$ cat src/rtl/seg7_pkg.sv
// Shared constants for the 7-segment scan decoder: segment width, hex pattern
// table (a..g, a as MSB), FSM encoding and the lookup result type.
package seg7_pkg;
  localparam int SEG_W = 7;

  // Entry i is the segment pattern that displays hex digit i.
  localparam logic [15:0][SEG_W-1:0] HEX_PAT = {
    7'h47, 7'h4F, 7'h3D, 7'h4E, 7'h1F, 7'h77, 7'h7B, 7'h7F,
    7'h70, 7'h5F, 7'h5B, 7'h33, 7'h79, 7'h6D, 7'h30, 7'h7E
  };

  typedef enum logic [1:0] {
    ST_BLANK = 2'd0,
    ST_TRACK = 2'd1,
    ST_HELD  = 2'd2
  } state_t;

  typedef struct packed {
    logic       hit;
    logic [3:0] val;
  } dec_t;
endpackage

$ cat src/rtl/seg7_pattern_lookup.sv
// Combinational reverse lookup: segment pattern -> hex value plus hit flag.
module seg7_pattern_lookup
  import seg7_pkg::*;
(
  input  logic [SEG_W-1:0] pat,
  output dec_t             dec
);
  always_comb begin
    dec = '0;
    for (int i = 0; i < 16; i++) begin
      if (pat == HEX_PAT[i]) begin
        dec.hit = 1'b1;
        dec.val = 4'(i);
      end
    end
  end
endmodule

$ cat src/rtl/seg7_scan_decoder.sv
// Watches a multiplexed 7-segment bus, captures each digit slot once its
// sample has been stable for STABLE_CYCLES edges, and decodes it back to hex.
module seg7_scan_decoder
  import seg7_pkg::*;
#(
  parameter  int NUM_DIGITS    = 4,
  parameter  int STABLE_CYCLES = 3,
  localparam int CNT_W         = $clog2(STABLE_CYCLES + 1)
) (
  input  logic                    clk,
  input  logic                    rst,
  input  logic [SEG_W-1:0]        seg,
  input  logic [NUM_DIGITS-1:0]   dig_en,
  output logic [4*NUM_DIGITS-1:0] digits,
  output logic [NUM_DIGITS-1:0]   digit_valid,
  output logic                    pat_err,
  output logic [2:0]              err_digit,
  output logic                    frame_done
);
  localparam int SW = SEG_W + NUM_DIGITS;

  state_t                         state, state_nxt;
  logic [CNT_W-1:0]               cnt, cnt_nxt;
  logic [SW-1:0]                  prev, smp;
  logic                           onehot, same, at_stable, cap;
  logic [CNT_W:0]                 cnt_inc;
  logic [2:0]                     slot;
  logic [NUM_DIGITS-1:0]          seen, cap_mask;
  logic [NUM_DIGITS-1:0][3:0]     digits_r;
  dec_t                           dec;

  assign smp       = {seg, dig_en};
  assign same      = (smp == prev);
  assign onehot    = (dig_en != '0) && ((dig_en & (dig_en - NUM_DIGITS'(1))) == '0);
  assign cnt_inc   = {1'b0, cnt} + (CNT_W + 1)'(1);
  assign at_stable = (cnt_inc == (CNT_W + 1)'(STABLE_CYCLES));
  assign digits    = digits_r;

  seg7_pattern_lookup u_lookup (.pat(seg), .dec(dec));

  always_ff @(posedge clk or posedge rst) begin
    if (rst) begin
      state <= ST_BLANK;
      cnt   <= '0;
      prev  <= '0;
    end else begin
      state <= state_nxt;
      cnt   <= cnt_nxt;
      prev  <= smp;
    end
  end

  always_comb begin
    state_nxt = state;
    cnt_nxt   = cnt;
    if (!onehot) begin
      state_nxt = ST_BLANK;
      cnt_nxt   = '0;
    end else if (state == ST_TRACK && same) begin
      if (at_stable) begin
        state_nxt = ST_HELD;
        cnt_nxt   = CNT_W'(STABLE_CYCLES);
      end else begin
        cnt_nxt   = cnt_inc[CNT_W-1:0];
      end
    end else if (state == ST_HELD && same) begin
      state_nxt = ST_HELD;
    end else begin
      // Fresh one-hot sample; with a single-sample window it is already stable.
      state_nxt = (STABLE_CYCLES == 1) ? ST_HELD : ST_TRACK;
      cnt_nxt   = CNT_W'(1);
    end
  end

  // Entering HELD from anything other than a steady HELD is a capture.
  always_comb begin
    cap      = (state_nxt == ST_HELD) && !(state == ST_HELD && same);
    cap_mask = cap ? dig_en : '0;
    slot     = '0;
    for (int i = 0; i < NUM_DIGITS; i++)
      if (dig_en[i]) slot = 3'(i);
  end

  always_ff @(posedge clk or posedge rst) begin
    if (rst) begin
      digits_r    <= '0;
      digit_valid <= '0;
      pat_err     <= 1'b0;
      err_digit   <= '0;
      frame_done  <= 1'b0;
      seen        <= '0;
    end else begin
      for (int i = 0; i < NUM_DIGITS; i++) begin
        if (cap_mask[i]) begin
          if (dec.hit) digits_r[i] <= dec.val;
          digit_valid[i] <= dec.hit;
        end
      end
      pat_err    <= cap && !dec.hit;
      if (cap && !dec.hit) err_digit <= slot;
      frame_done <= &seen;
      seen       <= ((&seen) ? '0 : seen) | cap_mask;
    end
  end
endmodule
$ cat config.mk
export PLATFORM = sky130hd
export DESIGN_NAME = seg7_scan_decoder
export DESIGN_NICKNAME = d
export VERILOG_FILES = /design/src/rtl/seg7_pkg.sv /design/src/rtl/seg7_pattern_lookup.sv /design/src/rtl/seg7_scan_decoder.sv
export SDC_FILE = /design/constraint.sdc
export NUM_CORES = 1
export LEC_CHECK = 0
export ABC_AREA = 0
export CORE_MARGIN = 2
export CORE_UTILIZATION = 59
export CTS_BUF_LIST = sky130_fd_sc_hd__clkbuf_8
export DETAILED_ROUTE_END_ITERATION = 7
export PLACE_DENSITY = 0.88
export SYNTH_ARGS = -nofsm -noshare
export SYNTH_HDL_FRONTEND = slang
export SYNTH_SLANG_ARGS = --single-unit
export TNS_END_PERCENT = 10
$ cat constraint.sdc
create_clock -name clk -period 5.5 [get_ports clk]
set_input_delay 1.1 -clock clk [delete_from_list [all_inputs] [get_ports clk]]
set_output_delay 1.1 -clock clk [all_outputs]
set_load 0.01 [all_outputs]
==> results of run 1 <==
how the worst max path moves through the flow:
stage | cells after the start | startpoint | to
final | 7 | seg[3] | digits[8]$_DFFE_PP0P_
after global routing | 7 | seg[3] | digits[4]$_DFFE_PP0P_
after global placement | 7 | seg[3] | digits[12]$_DFFE_PP0P_
after CTS | 7 | seg[3] | digits[8]$_DFFE_PP0P_
after floorplan | 8 | dig_en[3] | digits[12]$_DFFE_PP0P_
after detailed placement | 7 | seg[3] | digits[8]$_DFFE_PP0P_
cells in the mapped netlist, types with 2 or more instances:
cell type  count
o21bai_1       4
and2_1         5
dfrtp_1       43
o21ai_0        2
nand2_1       14
nand4_1        8
a21oi_2        2
mux2_1         4
o22ai_1        3
nand3_1        7
a31oi_1        9
xor2_1         2
and3_1         3
o211ai_1       2
a21oi_1       12
buf_2         11
a211oi_1       2
mux2_2         4
xnor2_1       11
nor2_1         7
mux2i_1        3
nand2b_1       5
inv_1          7
o21a_1         4
a22oi_1        2
nor2b_1        4
nand3b_1       5
buf_4          3
routing by layer:
metal	vias to the layer above	routed length (um)	share of wire [%]	GRT usage (%)
met5	-	0	0	0
met4	0	57	1.3	8.594
met3	7	286	6.3	6.849
met2	71	2208	49	36.86
met1	815	1963	43	31.67
li1	800	-	-	-
registers in the layout, indices dropped and copies added (netlist names):
signal	flops
err_digit	2
digit_valid	4
digits	16
state	2
cnt	2
frame_done	1
pat_err	1
prev	11
seen	4
metrics by stage:
| stage | util, % | cell area [sq um] | hold WS (ns) |
|---|---|---|---|
| detailed placement | 69.70 | 2532 | 0.4647 |
| finish | 72.11 | 2620 | 0.4805 |
| global placement | 69.70 | 2532 | 0.4587 |
| CTS | 72.11 | 2620 | 0.4824 |
| global route | 72.11 | 2620 | 0.5123 |
| floorplan | - | 2202 | 0.4391 |
cell families (layout without fill, tap and decap cells):
logic type,after synthesis,after routing,share of synthesized area [%]
flip-flops,43,43,48.86
buffers and inverters,24,51,5.625
adder cells (fa/ha/maj),1,1,0.5681
multiplexers,11,11,5.454
AO/OA/AOI/OAI,50,50,15.51
XOR/XNOR,13,13,5.170
AND/OR/NAND/NOR,68,68,18.64
other,1,1,0.1703
critical path, cell delays in order:
cell and delay [ns]:
clkdlybuf4s50_1 0.86, xnor2_1 0.18, nand4_1 0.15, nor3_4 0.36, and3_1 0.52, nand3_1 0.16, mux2_1 0.33
report_power, final:
part / total, mW / internal (mW) / switching (mW)
clock network: 0.196 / 0.0984 / 0.0979
registers: 0.324 / 0.321 / 0.00258
logic: 0.0649 / 0.0250 / 0.0399
final cells by class:
cell class	instances	area [sq um]	share of cell area, %
Clock buffer	6	82.58	3.152
Clock inverter	1	5.005	0.1910
Inverter	7	26.28	1.003
Multi-Input combinational cell	144	1002	38.25
Sequential cell	43	1076	41.07
Tap cell	48	60.06	2.292
Timing Repair Buffer	37	367.9	14.04
==> impl_results.md, run 1 <==
- Status: complete, no violations
- Dpl ws: 1.719 ns
- Worst slew pin tran: 0.6139 ns
- Max Slew Vio Count: 0
- Initial Utilization: 60.61%
- Number of flops mapped to enable cells by yosys: 0
- Vias in the first global route: 1602
- Share of cells above drive strength 1: 8.403%
- Maximum clock rate: 285.0 MHz
- ANT nets after route: 0
- # clock sinks: 43
- Drt drc: 0
- Pwr/cell area: 223.4 nW/um^2
- Placed cell count: 279
- CTS tree: yes
- Clk_skew: 0.005468 ns
- Leading cell type in the layout, fill and taps excluded: dfrtp_1
- Type of the worst min-delay path: reg -> reg
- Synth area leader: dfrtp_1
- Fillers: 279
- Die W: 65.10 um
- Crit path max fanout: 20
- Worst EP required: 5.67 ns
- Worst Reg2Reg Path Length in Cells: 6
- Critical path type: in -> reg
- Routability Congestion: 0.8951
- CTS root buffer: clkbuf_8
- Setup TNS: 0 ns
- H-tree levels: 2
- Post-cts resize count: 0
- Sequential element share of the synthesized area: 48.86%
- Commonest non-fill, non-tap cells in the layout: 43 x dfrtp_1, 36 x clkdlybuf4s50_1, 14 x nand2_1, 12 x a21oi_1, 11 x xnor2_1
- Top cells by area, synth: dfrtp_1 49%, xnor2_1 4.4%, a21oi_1 2.7%
- Post-CTS Hold Fix Bufs: 0
- Worst-Skew Late Latency: 0.29 ns
- Die Span Y: 65.10 um
- Cell Area, Synth: 2202 sq um
- Final nets: 252
- Final worst setup slack: 1.991 ns
- Worst path arrival time: 3.68 ns
- Via Count: 1693
- Drt total wl: 4516 um
- DIE AREA: 4237 sq um
- Final std cells w/o fill: 286
- R2r endpoint: digits[8]$_DFFE_PP0P_
- Synth warn: 0
- Antenna Cells: 0
- VDD IR max: 0.0001777 V
- GRT overflow: 0
- Minimum clock period after layout: 3.509 ns
- Worst Min Path Start: seen[2]$_DFF_PP0_
- Synthesized area per cell: 10.44 sq um
- Max-cap check violation count: 0
- Initial drt markers: 153
- Register bit count reported by yosys: 43
- Post-synth ARST share: 100.0%
- Design Power: 585.2 uW
- Leak: 1.153 nW
- Synth Instances: 211
- Syn Nets: 225
- Period utilization: 63.79%
- Total track usage: 23.60%
- I/O pin total: 38
- Hold Path Sink: seen[2]$_DFF_PP0_
- Post-CTS setup buffers: 0
- Crit. End Element: flop
- RSZ-0062 raised after global routing: false
- WL per Instance: 15.79 um
- Area grow syn2layout: 18.98%
- Via-to-Cell Ratio: 5.920
- Most used DFF post-synth: dfrtp_1
- DP HPWL: 3078 um
- PortBufs: 36
- Area of the core: 3633 sq um
- Initial antenna violation count: 0
- CTS Buf Count: 5
- First-pass GRT wire length: 7534 um
- # rows: 22
- Final Hold Fails: 0
- Post-synth top area share: 48.86%
- R2r setup slk: 3.32 ns
- Rel. slew slack: 58.94%
- CTS clock-pin slew for the worst setup and hold paths: 0.07 ns
- Setup Viol. Count Final: 0
- Startpoint Class: input pin
- Post-synth cell types: 51
- Pin count of the biggest net entering global routing: 44
- Drt first pass iters: 4
- Hold Path Depth: 2
- Clock buffer depth: 2
- Worst r2r src: prev[3]$_DFF_PP0_
Note: power is estimated with default switching activity, not from simulation.
==> run 2, diff against run 1 <==
Settings changed: CORE_UTILIZATION 59 to 55, PLACE_DENSITY 0.88 to 0.83.
Clock period 5.5 ns to 3.66 ns, I/O delays scaled along.
==> impl_results.md, run 2 (same netlist as run 1, synthesis figures left out) <==
- Drt first pass iters: 4
- Startpoint Class: input pin
- Clock buffer depth: 2
- CTS Buf Count: 5
- Leak: 1.157 nW
- Vias in the first global route: 1617
- PortBufs: 36
- GRT overflow: 0
- First-pass GRT wire length: 7817 um
- Hold Path Sink: seen[3]$_DFF_PP0_
- Worst-Skew Late Latency: 0.29 ns
- Max reg flops: 16
- Worst Min Path Start: seen[3]$_DFF_PP0_
- Initial antenna violation count: 0
- CTS root buffer: clkbuf_8
- ANT nets after route: 0
- Final core utilization: 70.12%
- Worst Reg2Reg Path Length in Cells: 7
- Minimum clock period after layout: 2.978 ns
- Drt drc: 0
- RSZ-0062 raised after global routing: false
- H-tree levels: 2
- Post-CTS Hold Fix Bufs: 0
- R2r endpoint: digits[5]$_DFFE_PP0P_
- Pwr/cell area: 331.7 nW/um^2
- Post-cts resize count: 0
- Maximum clock rate: 335.8 MHz
- Via Count: 1708
- CTS clock-pin slew for the worst setup and hold paths: 0.08 ns
- Die Span Y: 67.28 um
- Setup Viol. Count Final: 0
- Period utilization: 81.36%
- Rel. slew slack: 56.87%
- Pin count of the biggest net entering global routing: 44
- CTS tree: yes
- Worst EP required: 3.82 ns
- Setup TNS: 0 ns
- Critical path type: in -> reg
- Design Power: 870.8 uW
- R2r setup slk: 1.64 ns
- Area of the core: 3744 sq um
- Die W: 67.28 um
- # clock sinks: 43
- Crit path max fanout: 20
- Total track usage: 23.53%
- Crit. End Element: flop
- Clk_skew: 0.01015 ns
- Leading cell type in the layout, fill and taps excluded: dfrtp_1
- Worst path arrival time: 3.14 ns
- Worst slew pin tran: 0.6450 ns
- Drt total wl: 4700 um
- Share of cells above drive strength 1: 8.750%
- # rows: 22
- DIE AREA: 4526 sq um
- Max-cap check violation count: 0
- Final Hold Fails: 0
- Commonest non-fill, non-tap cells in the layout: 43 x dfrtp_1, 36 x clkdlybuf4s50_1, 14 x nand2_1, 12 x a21oi_1, 11 x xnor2_1
- WL per Instance: 16.32 um
- Final nets: 253
- Type of the worst min-delay path: reg -> reg
- VDD IR max: 0.0002887 V
- Hold Path Depth: 2
- Antenna Cells: 0
- Post-CTS setup buffers: 0
- Initial drt markers: 80
- DP HPWL: 3195 um
- Worst r2r src: prev[10]$_DFF_PP0_
- Area grow syn2layout: 19.20%
- Max Slew Vio Count: 0
- Routability Congestion: 0.8237
- Status: complete, no violations
- I/O pin total: 38
- Via-to-Cell Ratio: 5.931
- Initial Utilization: 58.82%
[run 2: cell types whose count changed in the layout (fill, tap and decap cells not counted), sizes merged]
cell and delta:
buf +1, clkbuf -1, clkinvlp +1, inv +1
[run 2: worst max-delay path: stages]
cell and delay (ns):
clkdlybuf4s50_1 0.88, xnor2_1 0.19, nand4_1 0.16, nor3_4 0.37, and3_1 0.33, buf_4 0.21, and2_1 0.17, a21oi_1 0.08
[run 2: metrics by stage]
stage	hold WS [ns]	cells	cell area, sq um	setup slack (ns)
after floorplan	0.4391	211	2202	1.364
after global placement	0.4557	280	2540	0.4585
after detailed placement	0.4747	280	2540	0.4084
after CTS	0.4928	288	2625	0.7182
after global routing	0.5227	288	2625	0.4836
final	0.4937	288	2625	0.6823
[run 2: layer usage]
metal  vias up  part of all wire, %  global-route usage, %
li1        804                    -                      -
met3         8                  5.2                  3.667
met1       844                   45                  33.37
met2        52                   48                  37.25
met4         0                  1.7                  7.653
met5         -                    0                      0
[run 2: area by class of cell]
| type | count | area [sq um] |
|---|---|---|
| inverters | 7 | 26.28 |
| repair buffers | 38 | 375.4 |
| multi-input cells | 144 | 1002 |
| clock inverters | 3 | 16.27 |
| fillers | 307 | 1119 |
| flip-flops and latches | 43 | 1076 |
| well taps | 48 | 60.06 |
| clock buffers | 5 | 68.82 |
[run 2: worst max path at each step]
stage	cells after the start	slack, ns	end	start
detailed placement	7	0.41	digits[0]$_DFFE_PP0P_	seg[3]
global placement	7	0.46	digits[12]$_DFFE_PP0P_	seg[3]
floorplan	8	1.36	digits[12]$_DFFE_PP0P_	dig_en[3]
CTS	7	0.72	digits[0]$_DFFE_PP0P_	seg[3]
global route	8	0.48	digits[5]$_DFFE_PP0P_	seg[3]
finish	8	0.68	digits[5]$_DFFE_PP0P_	seg[3]
[run 2: report_power, final]
part / total [mW] / leakage [nW] / switching [mW] / internal, mW
combinational: 0.0968 / 0.548 / 0.0592 / 0.0377
clock: 0.287 / 0.0453 / 0.157 / 0.131
sequential: 0.487 / 0.563 / 0.00390 / 0.483
total: 0.871 / 1.16 / 0.220 / 0.651
==> run 3, diff against run 2 <==
Settings changed: CORE_UTILIZATION 55 to 49, PLACE_DENSITY 0.83 to 0.78.
Clock period 3.66 ns to 2.5 ns, I/O delays scaled along.
==> impl_results.md, run 3 (same netlist as run 1, synthesis figures left out) <==
- Drt total wl: 4846 um
- Combinational share of power: 13.1%
- Pwr/cell area: 457.9 nW/um^2
- Worst-Skew Late Latency: 0.30 ns
- Die W: 71.04 um
- Via-to-Cell Ratio: 5.538
- Initial antenna violation count: 0
- Final std cells w/o fill: 325
- First-pass GRT wire length: 8252 um
- Post-cts resize count: 0
- Initial drt markers: 90
- Routability Congestion: 0.8292
- Share of cells above drive strength 1: 20.15%
- Final Hold Fails: 0
- Area grow syn2layout: 30.85%
- Pint: 980.3 uW
- Crit. End Element: flop
- Rel. slew slack: 64.72%
- Initial Utilization: 50.57%
- PortBufs: 36
- # clock sinks: 43
- Vias in the first global route: 1755
- Period utilization: 93.77%
- Commonest non-fill, non-tap cells in the layout: 43 x dfrtp_1, 36 x clkdlybuf4s50_1, 35 x buf_4, 14 x nand2_1, 12 x a21oi_1
- Fillers: 343
- Critical path type: in -> reg
- Total track usage: 20.78%
- Clk_skew: 0.006986 ns
- Clock buffer depth: 2
- CTS tree: yes
- H-tree levels: 2
- Post-CTS setup buffers: 0
- Antenna Cells: 0
- RSZ-0062 raised after global routing: false
- Maximum clock rate: 426.6 MHz
- Die Span Y: 71.04 um
- CTS root buffer: clkbuf_8
- Drt first pass iters: 4
- Type of the worst min-delay path: reg -> reg
- Design Power: 1.319 mW
- Clock network power share: 33.0%
- CTS Buf Count: 5
- Minimum clock period after layout: 2.344 ns
- Sw frac: 25.71%
- Max reg flops: 16
- Area of the core: 4354 sq um
- Leak: 1.312 nW
- Worst EP required: 2.68 ns
- Worst path arrival time: 2.52 ns
- Drt drc: 0
- Max-cap check violation count: 0
- VDD IR max: 0.0003178 V
- ANT nets after route: 0
- Sw power: 339.2 uW
- Post-CTS Hold Fix Bufs: 0
- Leading cell type in the layout, fill and taps excluded: dfrtp_1
- WL per Instance: 14.91 um
- # rows: 24
- GRT overflow: 0
- Final nets: 286
- Setup Viol. Count Final: 0
- Via Count: 1800
- Worst slew pin tran: 0.5292 ns
- Startpoint Class: input pin
- Placed cell count: 317
- Pin count of the biggest net entering global routing: 44
- Crit path max fanout: 8
- Flop pwr share: 54.0%
- I/O pin total: 38
- DP HPWL: 3474 um
- Status: complete, no violations
- DIE AREA: 5047 sq um
- Max Slew Vio Count: 0
- CTS clock-pin slew for the worst setup and hold paths: 0.08 ns
-- run 3: cell types whose count changed in the layout (fill, tap and decap cells not counted) --
| cell | change |
|---|---|
| clkinvlp_4 | +1 |
| buf_4 | +33 |
| inv_1 | -1 |
-- run 3: final timing paths --
path	start	slack [ns]	cells past startpoint	end
max reg2reg	cnt[0]$_DFFE_PP0P_	0.63	6	digits[8]$_DFFE_PP0P_
max in group asynchronous	rst	1.50	3	digits[13]$_DFFE_PP0P_
min in group asynchronous	rst	0.63	3	prev[2]$_DFF_PP0_
max	seg[3]	0.16	7	digits[8]$_DFFE_PP0P_
min	seen[0]$_DFF_PP0_	0.49	2	seen[0]$_DFF_PP0_
min reg2reg	seen[0]$_DFF_PP0_	0.49	2	seen[0]$_DFF_PP0_
-- run 3: per-layer routing --
layer | track usage, % | wire length, um
met1 | 28.65 | 2163
met2 | 32.19 | 2338
met4 | 9.853 | 106
met5 | 0 | 0
met3 | 3.419 | 238
-- run 3: metrics by stage --
step | utilization, % | hold slack (ns) | instance area (sq um) | setup WS [ns] | TNS, ns
2_1_floorplan | - | 0.4391 | 2202 | 0.4357 | 0
3_3_place_gp | 64.14 | 0.4592 | 2793 | -0.1096 | -1.746
3_5_place_dp | 64.14 | 0.4640 | 2793 | -0.1373 | -1.973
4_1_cts | 66.18 | 0.4886 | 2882 | 0.1711 | 0
5_1_grt | 66.18 | 0.5200 | 2882 | 0.03457 | 0
6_report | 66.18 | 0.4933 | 2882 | 0.1557 | 0
-- run 3: layout make-up --
cell class / count / area (sq um) / share of cell area (%)
inverters: 7 / 26.28 / 0.9119
clock buffers: 5 / 68.82 / 2.388
repair buffers: 71 / 623.1 / 21.62
well taps: 52 / 65.06 / 2.258
clock inverters: 3 / 20.02 / 0.6947
flip-flops and latches: 43 / 1076 / 37.34
multi-input cells: 144 / 1002 / 34.78
-- run 3: critical path, stage by stage --
cell             delay [ns]
clkdlybuf4s50_1        0.55
or4_1                  0.59
a21oi_2                0.20
a211oi_2               0.13
nand3b_4               0.13
nand3_1                0.09
mux2_1                 0.33
-- run 3: power groups by stage --
stage	Combinational (mW)	Sequential [mW]	Clock, mW
finish	0.172	0.712	0.435
CTS	0.174	0.712	0.448
detailed placement	0.172	0.726	0
global placement	0.169	0.725	0
floorplan	0.105	0.725	0
global route	0.190	0.714	0.475
